$ cat src/rtl/instr_loader_pkg.sv
// Shared loader definitions: FSM state encoding and stream framing constants.
package instr_loader_pkg;

    typedef enum logic [2:0] {
        ST_HEADER  = 3'd0,
        ST_PAYLOAD = 3'd1,
        ST_WRITE   = 3'd2,
        ST_DONE    = 3'd3,
        ST_ERROR   = 3'd4
    } loader_state_e;

    localparam int unsigned HEADER_BYTES = 4;
    localparam int unsigned WORD_BYTES   = 4;

endpackage

$ cat src/rtl/instr_loader_if.sv
// Byte stream input and instruction-memory write port of the loader.
// Handshake: a byte moves on a rising clock edge where byte_valid && byte_ready;
// the source holds byte_data steady while byte_valid is high and not yet accepted.
interface instr_loader_if;
    logic        byte_valid;
    logic [7:0]  byte_data;
    logic        byte_ready;
    logic        mem_write_enable;
    logic [31:0] mem_addr;
    logic [31:0] mem_write_data;

    modport slave (
        input  byte_valid, byte_data,
        output byte_ready, mem_write_enable, mem_addr, mem_write_data
    );

    modport master (
        output byte_valid, byte_data,
        input  byte_ready, mem_write_enable, mem_addr, mem_write_data
    );
endinterface

$ cat src/rtl/instr_loader_byte_packer.sv
// Gathers four stream bytes little-endian into a 32-bit word; shared by the
// length header and the payload words.
module instr_loader_byte_packer
    import instr_loader_pkg::*;
(
    input  logic        clk_i,
    input  logic        rst_ni,
    input  logic        clear_i,
    input  logic        shift_i,
    input  logic [7:0]  byte_i,
    output logic [31:0] word_o,
    output logic        word_complete_o
);

    logic [1:0]  lane_q;
    logic [31:0] word_q;
    logic [31:0] word_d;

    // New bytes enter at the top, so the first byte ends up in bits [7:0].
    assign word_d          = {byte_i, word_q[31:8]};
    assign word_o          = word_d;
    assign word_complete_o = shift_i && (lane_q == 2'(WORD_BYTES - 1));

    always_ff @(posedge clk_i or negedge rst_ni) begin
        if (!rst_ni) begin
            lane_q <= 2'd0;
            word_q <= 32'd0;
        end else if (clear_i) begin
            lane_q <= 2'd0;
            word_q <= 32'd0;
        end else if (shift_i) begin
            lane_q <= lane_q + 2'd1;
            word_q <= word_d;
        end
    end

endmodule

$ cat src/rtl/instr_loader.sv
// Boot loader: length-prefixed byte stream -> 32-bit instruction memory writes,
// holding the CPU in reset until the whole image has been written.
module instr_loader
    import instr_loader_pkg::*;
#(
    parameter int unsigned MEM_BYTES = 1024
) (
    input  logic          clock,
    input  logic          reset,
    instr_loader_if.slave bus,
    input  logic          reload,
    output logic          cpu_reset,
    output logic          done,
    output logic          error,
    output loader_state_e state_o
);

    localparam logic [31:0] MEM_LIMIT = 32'(MEM_BYTES);

    loader_state_e state_q, state_d;
    logic [31:0]   addr_q, addr_d;
    logic [31:0]   remaining_q, remaining_d;
    logic [31:0]   wdata_q, wdata_d;

    logic        accepting;
    logic        xfer;
    logic        restart;
    logic [31:0] packed_word;
    logic        word_complete;

    assign accepting = (state_q == ST_HEADER) || (state_q == ST_PAYLOAD);
    assign xfer      = bus.byte_valid && accepting;
    assign restart   = (state_q == ST_DONE) && reload;

    instr_loader_byte_packer u_packer (
        .clk_i           (clock),
        .rst_ni          (reset),
        .clear_i         (restart),
        .shift_i         (xfer),
        .byte_i          (bus.byte_data),
        .word_o          (packed_word),
        .word_complete_o (word_complete)
    );

    always_ff @(posedge clock or negedge reset) begin
        if (!reset) begin
            state_q     <= ST_HEADER;
            addr_q      <= 32'd0;
            remaining_q <= 32'd0;
            wdata_q     <= 32'd0;
        end else begin
            state_q     <= state_d;
            addr_q      <= addr_d;
            remaining_q <= remaining_d;
            wdata_q     <= wdata_d;
        end
    end

    always_comb begin
        state_d     = state_q;
        addr_d      = addr_q;
        remaining_d = remaining_q;
        wdata_d     = wdata_q;
        case (state_q)
            ST_HEADER: begin
                if (word_complete) begin
                    // Only whole words that fit in memory are loadable.
                    if ((packed_word == 32'd0) || (packed_word[1:0] != 2'd0) ||
                        (packed_word > MEM_LIMIT)) begin
                        state_d = ST_ERROR;
                    end else begin
                        state_d     = ST_PAYLOAD;
                        addr_d      = 32'd0;
                        remaining_d = packed_word;
                    end
                end
            end
            ST_PAYLOAD: begin
                if (word_complete) begin
                    wdata_d = packed_word;
                    state_d = ST_WRITE;
                end
            end
            ST_WRITE: begin
                addr_d      = addr_q + 32'd4;
                remaining_d = remaining_q - 32'd4;
                state_d     = (remaining_q == 32'd4) ? ST_DONE : ST_PAYLOAD;
            end
            ST_DONE: begin
                if (reload) begin
                    state_d     = ST_HEADER;
                    addr_d      = 32'd0;
                    remaining_d = 32'd0;
                end
            end
            ST_ERROR: state_d = ST_ERROR;
            default:  state_d = ST_HEADER;
        endcase
    end

    assign bus.byte_ready       = accepting;
    assign bus.mem_write_enable = (state_q == ST_WRITE);
    assign bus.mem_addr         = addr_q;
    assign bus.mem_write_data   = wdata_q;
    assign cpu_reset            = (state_q != ST_DONE);
    assign done                 = (state_q == ST_DONE);
    assign error                = (state_q == ST_ERROR);
    assign state_o              = state_q;

endmodule
$ cat src/flat_wrapper.sv
// flat-port wrapper written by rule: the top's interface ports become plain ports
module instr_loader_flat import instr_loader_pkg::*;
#(
    parameter int unsigned MEM_BYTES = 1024
)
  (clock, reset, reload, cpu_reset, done, error, state_o, bus_byte_valid, bus_byte_data, bus_byte_ready, bus_mem_write_enable, bus_mem_addr, bus_mem_write_data);
  instr_loader_if bus_i ();
  input  logic clock;
  input  logic reset;
  input  logic reload;
  output logic cpu_reset;
  output logic done;
  output logic error;
  output loader_state_e state_o;
  input wire logic [$bits(bus_i.byte_valid)-1:0] bus_byte_valid;
  input wire logic [$bits(bus_i.byte_data)-1:0] bus_byte_data;
  output wire logic [$bits(bus_i.byte_ready)-1:0] bus_byte_ready;
  output wire logic [$bits(bus_i.mem_write_enable)-1:0] bus_mem_write_enable;
  output wire logic [$bits(bus_i.mem_addr)-1:0] bus_mem_addr;
  output wire logic [$bits(bus_i.mem_write_data)-1:0] bus_mem_write_data;
  assign bus_i.byte_valid = bus_byte_valid;
  assign bus_i.byte_data = bus_byte_data;
  assign bus_byte_ready = bus_i.byte_ready;
  assign bus_mem_write_enable = bus_i.mem_write_enable;
  assign bus_mem_addr = bus_i.mem_addr;
  assign bus_mem_write_data = bus_i.mem_write_data;
  instr_loader #(.MEM_BYTES(MEM_BYTES)) u_core (.clock(clock), .reset(reset), .bus(bus_i), .reload(reload), .cpu_reset(cpu_reset), .done(done), .error(error), .state_o(state_o));
endmodule
$ cat config.mk
export PLATFORM = sky130hd
export DESIGN_NAME = instr_loader_flat
export DESIGN_NICKNAME = d
export VERILOG_FILES = /design/src/rtl/instr_loader_pkg.sv /design/src/rtl/instr_loader_if.sv /design/src/rtl/instr_loader_byte_packer.sv /design/src/rtl/instr_loader.sv /design/src/flat_wrapper.sv
export SDC_FILE = /design/constraint.sdc
export NUM_CORES = 1
export LEC_CHECK = 0
export BUFFER_PORTS_ARGS = -buffer_cell sky130_fd_sc_hd__buf_2
export CAP_MARGIN = 20
export CORE_MARGIN = 2
export CORE_UTILIZATION = 40
export CTS_CLUSTER_DIAMETER = 120
export DETAILED_ROUTE_END_ITERATION = 12
export GPL_TIMING_DRIVEN = 0
export SLEW_MARGIN = 25
export SYNTH_ARGS = -nofsm -noshare
export SYNTH_HDL_FRONTEND = slang
export SYNTH_SLANG_ARGS = --single-unit
$ cat constraint.sdc
create_clock -name clock -period 3.6 [get_ports clock]
set_input_delay 0.36 -clock clock [delete_from_list [all_inputs] [get_ports clock]]
set_output_delay 0.36 -clock clock [all_outputs]
set_load 0.05 [all_outputs]
=== After elaboration in Yosys (flattened, before gate mapping) ===
Index checks and enable logic that the tools add are counted.

* Register bits after elaboration: 133
* Input bits: 12
* Output and inout bits: 72
* Word-level logic and storage cells: 52

* Add/subtract/negate cells: 3
* $lt $le $gt $ge: 1
* Equality and inequality tests: 11
* Multiplexer cells: 17
* Reduce and logical (&&, ||, !) cells: 14

{| class="wikitable"
|+ Operators with widths
! cell !! number
|-
| two-way mux 32 bit || 7
|-
| one-hot mux 32 bit (3 select lines) || 2
|-
| adder 32 x 3 -> 32 bit, second input constant || 1
|-
| == test 32 x 3 -> 1 bit, second input constant || 1
|-
| > comparator 32 x 11 -> 1 bit, second input constant || 1
|-
| logical NOT 32 bit || 1
|-
| subtractor 32 x 3 -> 32 bit, second input constant || 1
|-
| one-hot mux 3 bit (5 select lines) || 1
|-
| two-way mux 3 bit || 4
|-
| inequality test 2 bit, second input constant || 4
|-
| == test 3 x 2 -> 1 bit, second input constant || 2
|-
| two-way mux 2 bit || 3
|-
| AND reduction 4 bit || 1
|-
| nonzero test 2 bit || 2
|-
| == test 3 x 1 -> 1 bit, second input constant || 1
|-
| == test 3 bit, second input constant || 1
|-
| logical AND 1 bit || 3
|-
| logical NOT 3 bit || 1
|-
| logical OR 1 bit || 3
|-
| inequality test 3 x 2 -> 1 bit, second input constant || 1
|-
| AND reduction 3 bit || 1
|-
| nonzero test 3 bit || 1
|-
| adder 2 x 1 -> 2 bit, second input constant || 1
|-
| == test 2 bit, second input constant || 1
|-
| AND reduction 2 bit || 1
|}

=== Longest topological paths before layout ===
* Word-level depth: 6
* Gate-level depth with buffers: 8

=== By module ===
From an unflattened synthesis, not the netlist that was laid out.

* Cell total of the unflattened synthesis: 601
* Area total of the unflattened synthesis: 6229.7 um^2

{| class="wikitable"
|+ By module, submodules not included
! module !! instances !! cells each !! area an instance (um^2) !! seq. area each (um^2)
|-
| instr_loader || 1 || 507 || 5074.9 || 2427.3
|-
| instr_loader_byte_packer || 1 || 94 || 1154.9 || 650.6
|}

=== Worst setup path before layout ===
No wires, ideal clock.

* Path type: register -> register
* From: register u_core.state_q[1] (netlist: u_core.state_o[1])
* To: register u_core.wdata_q[24] (netlist: u_core.bus.mem_write_data[24])
* Library setup time: 0.125 ns
* Arrival: 3.072 ns
* Required time: 3.475 ns
* Path slack: 0.404 ns
* Cell stages (with the launch flop): 9
* Buffers on the path: 4
* Cells stage by stage: dfrtp_1 -> clkbuf_1 -> nor2_1 -> and2_1 -> clkbuf_1 -> and3_1 -> clkbuf_1 -> buf_1 -> mux2_2

* Word-level cells in the longest chain between the ends: 5

{| class="wikitable"
|+ Ends and longest elaborated chain
! item !! line !! text
|-
| start, declared || instr_loader.sv:20 || <nowiki>loader_state_e state_q, state_d;</nowiki>
|-
| start signal, assigned || instr_loader.sv:52 || <nowiki>state_q <= state_d;</nowiki>
|-
| == test 3 x 1 -> 1 bit or logical NOT 3 bit (tied branches) || instr_loader.sv:31 || <nowiki>assign accepting = (state_q == ST_HEADER) || (state_q == ST_PAYLOAD);</nowiki>
|-
| logical OR 1 bit (*) || instr_loader.sv:31 ||
|-
| via bus_byte_ready || flat_wrapper.sv:17 || <nowiki>output wire logic [$bits(bus_i.byte_ready)-1:0] bus_byte_ready;</nowiki>
|-
| logical AND 1 bit (*) || instr_loader.sv:32 || <nowiki>assign xfer = bus.byte_valid && accepting;</nowiki>
|-
| logical AND 1 bit (*) || instr_loader_byte_packer.sv:22 || <nowiki>assign word_complete_o = shift_i && (lane_q == 2'(WORD_BYTES - 1));</nowiki>
|-
| AND reduction 2 bit (no line) (*) || n/a ||
|-
| end signal, assigned || instr_loader.sv:55 || <nowiki>wdata_q <= wdata_d;</nowiki>
|-
| end, declared || instr_loader.sv:23 || <nowiki>logic [31:0] wdata_q, wdata_d;</nowiki>
|}

The timed path passes the listed nets; every way through them passes the cells marked *.
A chain may end at the register's enable or synchronous reset.

=== Worst setup path after layout ===
* From: register u_core.u_packer.word_q[14]
* To: register u_core.remaining_q[24]

* Word-level cells in the longest chain between the ends: 5

{| class="wikitable"
|+ Ends and longest elaborated chain
! item !! line !! text
|-
| start, declared || instr_loader_byte_packer.sv:16 || <nowiki>logic [31:0] word_q;</nowiki>
|-
| start signal, assigned || instr_loader_byte_packer.sv:33 || <nowiki>word_q <= word_d;</nowiki>
|-
| parallel branches: the longest is 2 deep, another holds > comparator 32 x 11 -> 1 bit || n/a ||
|-
| logical OR 1 bit (*) || instr_loader.sv:68 || <nowiki>if ((packed_word == 32'd0) || (packed_word[1:0] != 2'd0) ||</nowiki>
|-
| inequality test 2 bit (no line) (*) || n/a ||
|-
| AND reduction 4 bit (no line) (*) || n/a ||
|-
| end signal, assigned || instr_loader.sv:54 || <nowiki>remaining_q <= remaining_d;</nowiki>
|-
| end, declared || instr_loader.sv:22 || <nowiki>logic [31:0] remaining_q, remaining_d;</nowiki>
|}

Mark *: on every way between the ends.

==> impl_metrics.env <==
export IMPL_diodes=0
export IMPL_max_cap_violations=0
export IMPL_clk_pin_slew_ns=0.06
export IMPL_worst_endpoint_required_ns=3.85
export IMPL_first_pass_iters=5
export IMPL_period_minus_slack_ns=3.267
export IMPL_p_sw_frac=0.4200
export IMPL_finalWorstSetupSlack_ns=0.3330
export IMPL_insertion_delay_ns=0.42
export IMPL_p_switching_mw=2.844
export IMPL_ant_nets=0
export IMPL_ios=84
export IMPL_drt_wl_total_mm=16.42
export IMPL_yosysWarnings=0
export IMPL_power_per_cell_area_nw_per_um2=920.3
export IMPL_worstSetupStartpointType="register"
export IMPL_grt_overflow=0
export IMPL_fin_nets=734
export IMPL_fin_setup_tns_ns=0
export IMPL_die_x_um=126.4
export IMPL_drive_above_1_share=0.2219
export IMPL_routabilityCongestion=0.8496
export IMPL_dieHeight_um=126.4
export IMPL_antenna_found_initial=0
export IMPL_fin_crit_sh=0.9075
export IMPL_cts_buffer_depth=2
export IMPL_start_util=0.4107
export IMPL_hold_violations=0
export IMPL_syn_inst=615
export IMPL_cts_sinks=123
export IMPL_slew_headroom=0.3045
export IMPL_avgSynthCellArea_sq_um=9.743
export IMPL_die_area_sq_um=15970
export IMPL_n_fill_cell=1348
export IMPL_cts_buffers=17
export IMPL_root_buffer="clkbuf_16"
export IMPL_vias_per_cell=5.851
export IMPL_critPathKind="register to register"
export IMPL_regToRegSetupSlack_ns=0.33
export IMPL_comb_power_share=0.364
export IMPL_finalSetupViolations=0
export IMPL_critPathCaptureType="register"
export IMPL_seq_power_share=0.347
export IMPL_skew_ns=0.01143
export IMPL_pwr_share_clk=0.289
export IMPL_cts_repair_resized=0
export IMPL_core_sq_um=14590
export IMPL_syn_to_final_growth_pct=22.78
export IMPL_synth_ff_type="dfrtp_1"
export IMPL_via_count=5348
export IMPL_synth_distinct_cells=60
export IMPL_ys_ff_latch=123
export IMPL_grt_pass1_wl_mm=27.31
export IMPL_outcome="complete, no violations"
export IMPL_synth_area_top_cells="dfrtp_1 51%, mux2_2 6.0%, nand2_1 5.7%"
export IMPL_fmax_ghz=0.3061
export IMPL_dp_slack_ns=0.4497
export IMPL_rows=44
export IMPL_wl_per_cell_um=17.97
export IMPL_tightestPinTransition_ns=1.036
export IMPL_synth_top_area_frac=0.5137
export IMPL_synth_top_area_cell="dfrtp_1"
export IMPL_rsz0062_at_grt="false"
export IMPL_slew_viol_final=0
export IMPL_grt_usage=0.2141
export IMPL_yosysSeqAreaShare=0.5137
export IMPL_grt_max_degree=71
export IMPL_tritoncts="built"
export IMPL_async_reset_ff_frac=1.000
export IMPL_p_leak_nw=3.443
export IMPL_synth_area_sq_um=5992
export IMPL_drtIter0Drc=376
export IMPL_synth_edf_count=0
export IMPL_h_tree_depth=4
export IMPL_grt_pass1_vias=5234
export IMPL_cp_max_fo=10
export IMPL_io_buffer_count=81
export IMPL_hpwl_mm=11.40
export IMPL_p_int_mw=3.927
export IMPL_critPathArrivalTime_ns=3.52
export IMPL_remaining_drc_errors=0
export IMPL_ir_drop_v=0.0006330
export IMPL_hold_path_class="input port to register"
==> logic make-up after synthesis <==
logic type	count (synthesis)	share of synthesized area
AND/OR/NAND/NOR	230	0.1829
flip-flops	123	0.5137
AO/OA/AOI/OAI	167	0.1884
other	1	0.0006258
multiplexers	35	0.06515
XOR/XNOR	4	0.005848
adder cells (fa/ha/maj)	4	0.008353
buffers and inverters	51	0.03508
==> synth_stat cells (4+ instances only) <==
| cell type | count |
|---|---|
| dfrtp_1 | 123 |
| nand2_1 | 91 |
| a21oi_1 | 50 |
| nor2_1 | 34 |
| mux2_2 | 32 |
| clkbuf_1 | 29 |
| nor3_1 | 27 |
| a31oi_1 | 25 |
| o21ai_0 | 20 |
| nor4_1 | 17 |
| nand3_1 | 16 |
| inv_1 | 11 |
| or3_1 | 9 |
| a211o_1 | 8 |
| a221o_1 | 8 |
| and3_1 | 8 |
| a21o_1 | 5 |
| and2_1 | 5 |
| nand4_1 | 5 |
| o21a_1 | 5 |
| a21boi_0 | 4 |
| buf_1 | 4 |
| ha_1 | 4 |
| nand2b_1 | 4 |
| o211a_1 | 4 |
| o22a_1 | 4 |
| o311a_1 | 4 |
| or4_1 | 4 |
==> final cells by class <==
cell class	count	area [sq um]	share of cell area
Clock buffer	20	456.7	0.06207
Clock inverter	11	215.2	0.02925
Buffer	39	165.2	0.02245
Tap cell	184	230.2	0.03129
Multi-Input combinational cell	442	2714	0.3689
Sequential cell	123	3078	0.4184
Inverter	12	45.04	0.006122
Timing Repair Buffer	83	452.9	0.06156
==> routing by layer <==
| layer | global-route usage | routed length [um] | vias up |
|---|---|---|---|
| met5 | 0 | 0 | - |
| li1 | - | - | 2481 |
| met1 | 0.2742 | 7068 | 2668 |
| met4 | 0.07692 | 410 | 0 |
| met2 | 0.3564 | 8098 | 170 |
| met3 | 0.04935 | 845 | 29 |
==> state kept, by name (all words and copies together) (netlist names) <==
| name | cells |
|---|---|
| u_core.bus.mem_addr | 30 |
| u_core.bus.mem_write_data | 32 |
| u_core.remaining_q | 32 |
| u_core.state_o | 3 |
| u_core.u_packer.lane_q | 2 |
| u_core.u_packer.word_q | 24 |
==> power groups by stage <==
stage               logic [mW]  registers (mW)  clock network, mW
floorplan                 1.03            3.11                  0
global placement          2.41            2.35                  0
detailed placement        2.45            2.37                  0
CTS                       2.47            2.35               1.97
global route              2.66            2.44               2.04
finish                    2.46            2.35               1.96
==> through the flow <==
step | hold WS [ns] | instance area (sq um) | cells | utilization | power, mW
2_1_floorplan | 0.06441 | 5996 | 616 | - | 4.133
3_3_place_gp | 0.4674 | 6631 | 881 | 0.4545 | 4.753
3_5_place_dp | 0.3132 | 6675 | 882 | 0.4575 | 4.820
4_1_cts | 0.1908 | 7357 | 914 | 0.5043 | 6.791
5_1_grt | 0.2065 | 7357 | 914 | 0.5043 | 7.137
6_report | 0.2038 | 7357 | 914 | 0.5043 | 6.771
==> repair_timing <==
action                    4_1_cts  5_1_grt
buffers inserted                0        0
hold endpoints to repair       53        0
hold buffers                    1        0
==> critical path, cell delays in order (launching register included) <==
cell and delay (ns):
dfrtp_1 0.44, nor4_1 0.41, nand4_1 0.21, a211oi_1 0.72, o21a_1 0.19, clkbuf_1 0.36, clkbuf_1 0.61, a2bb2oi_1 0.17
==> worst paths after layout <==
path,start,end,cells after the start
max in group asynchronous,reset,u_core.u_packer.word_q[8],3
min in group asynchronous,reset,u_core.remaining_q[24],2
worst max register to register,u_core.u_packer.word_q[14],u_core.remaining_q[24],7
worst min register to register,u_core.remaining_q[27],u_core.remaining_q[27],1
worst max-delay path,u_core.u_packer.word_q[14],u_core.remaining_q[24],7
worst min-delay path,bus_byte_data[2],u_core.u_packer.word_q[26],3
==> placed cells by master, fill, tap and decap left out, drive strengths merged, types with 5 or more instances in the layout <==
cell    synthesis  routed
nor4           17      17
a31oi          25      25
nand2          91      91
nand3          16      16
buf             9      91
or3            12      12
bufinv          0       6
a21oi          50      50
a21o            5       5
and2            5       5
nand4           5       5
and3            8       8
inv            12      13
mux2           32      32
dfrtp         123     123
nor3           27      27
a221o           8       8
o21a            5       5
o21ai          21      21
a211o           8       8
nor2           34      34
clkbuf         30      50
or4             6       6
o311a           6       6
(Power assumes the default switching activity.)
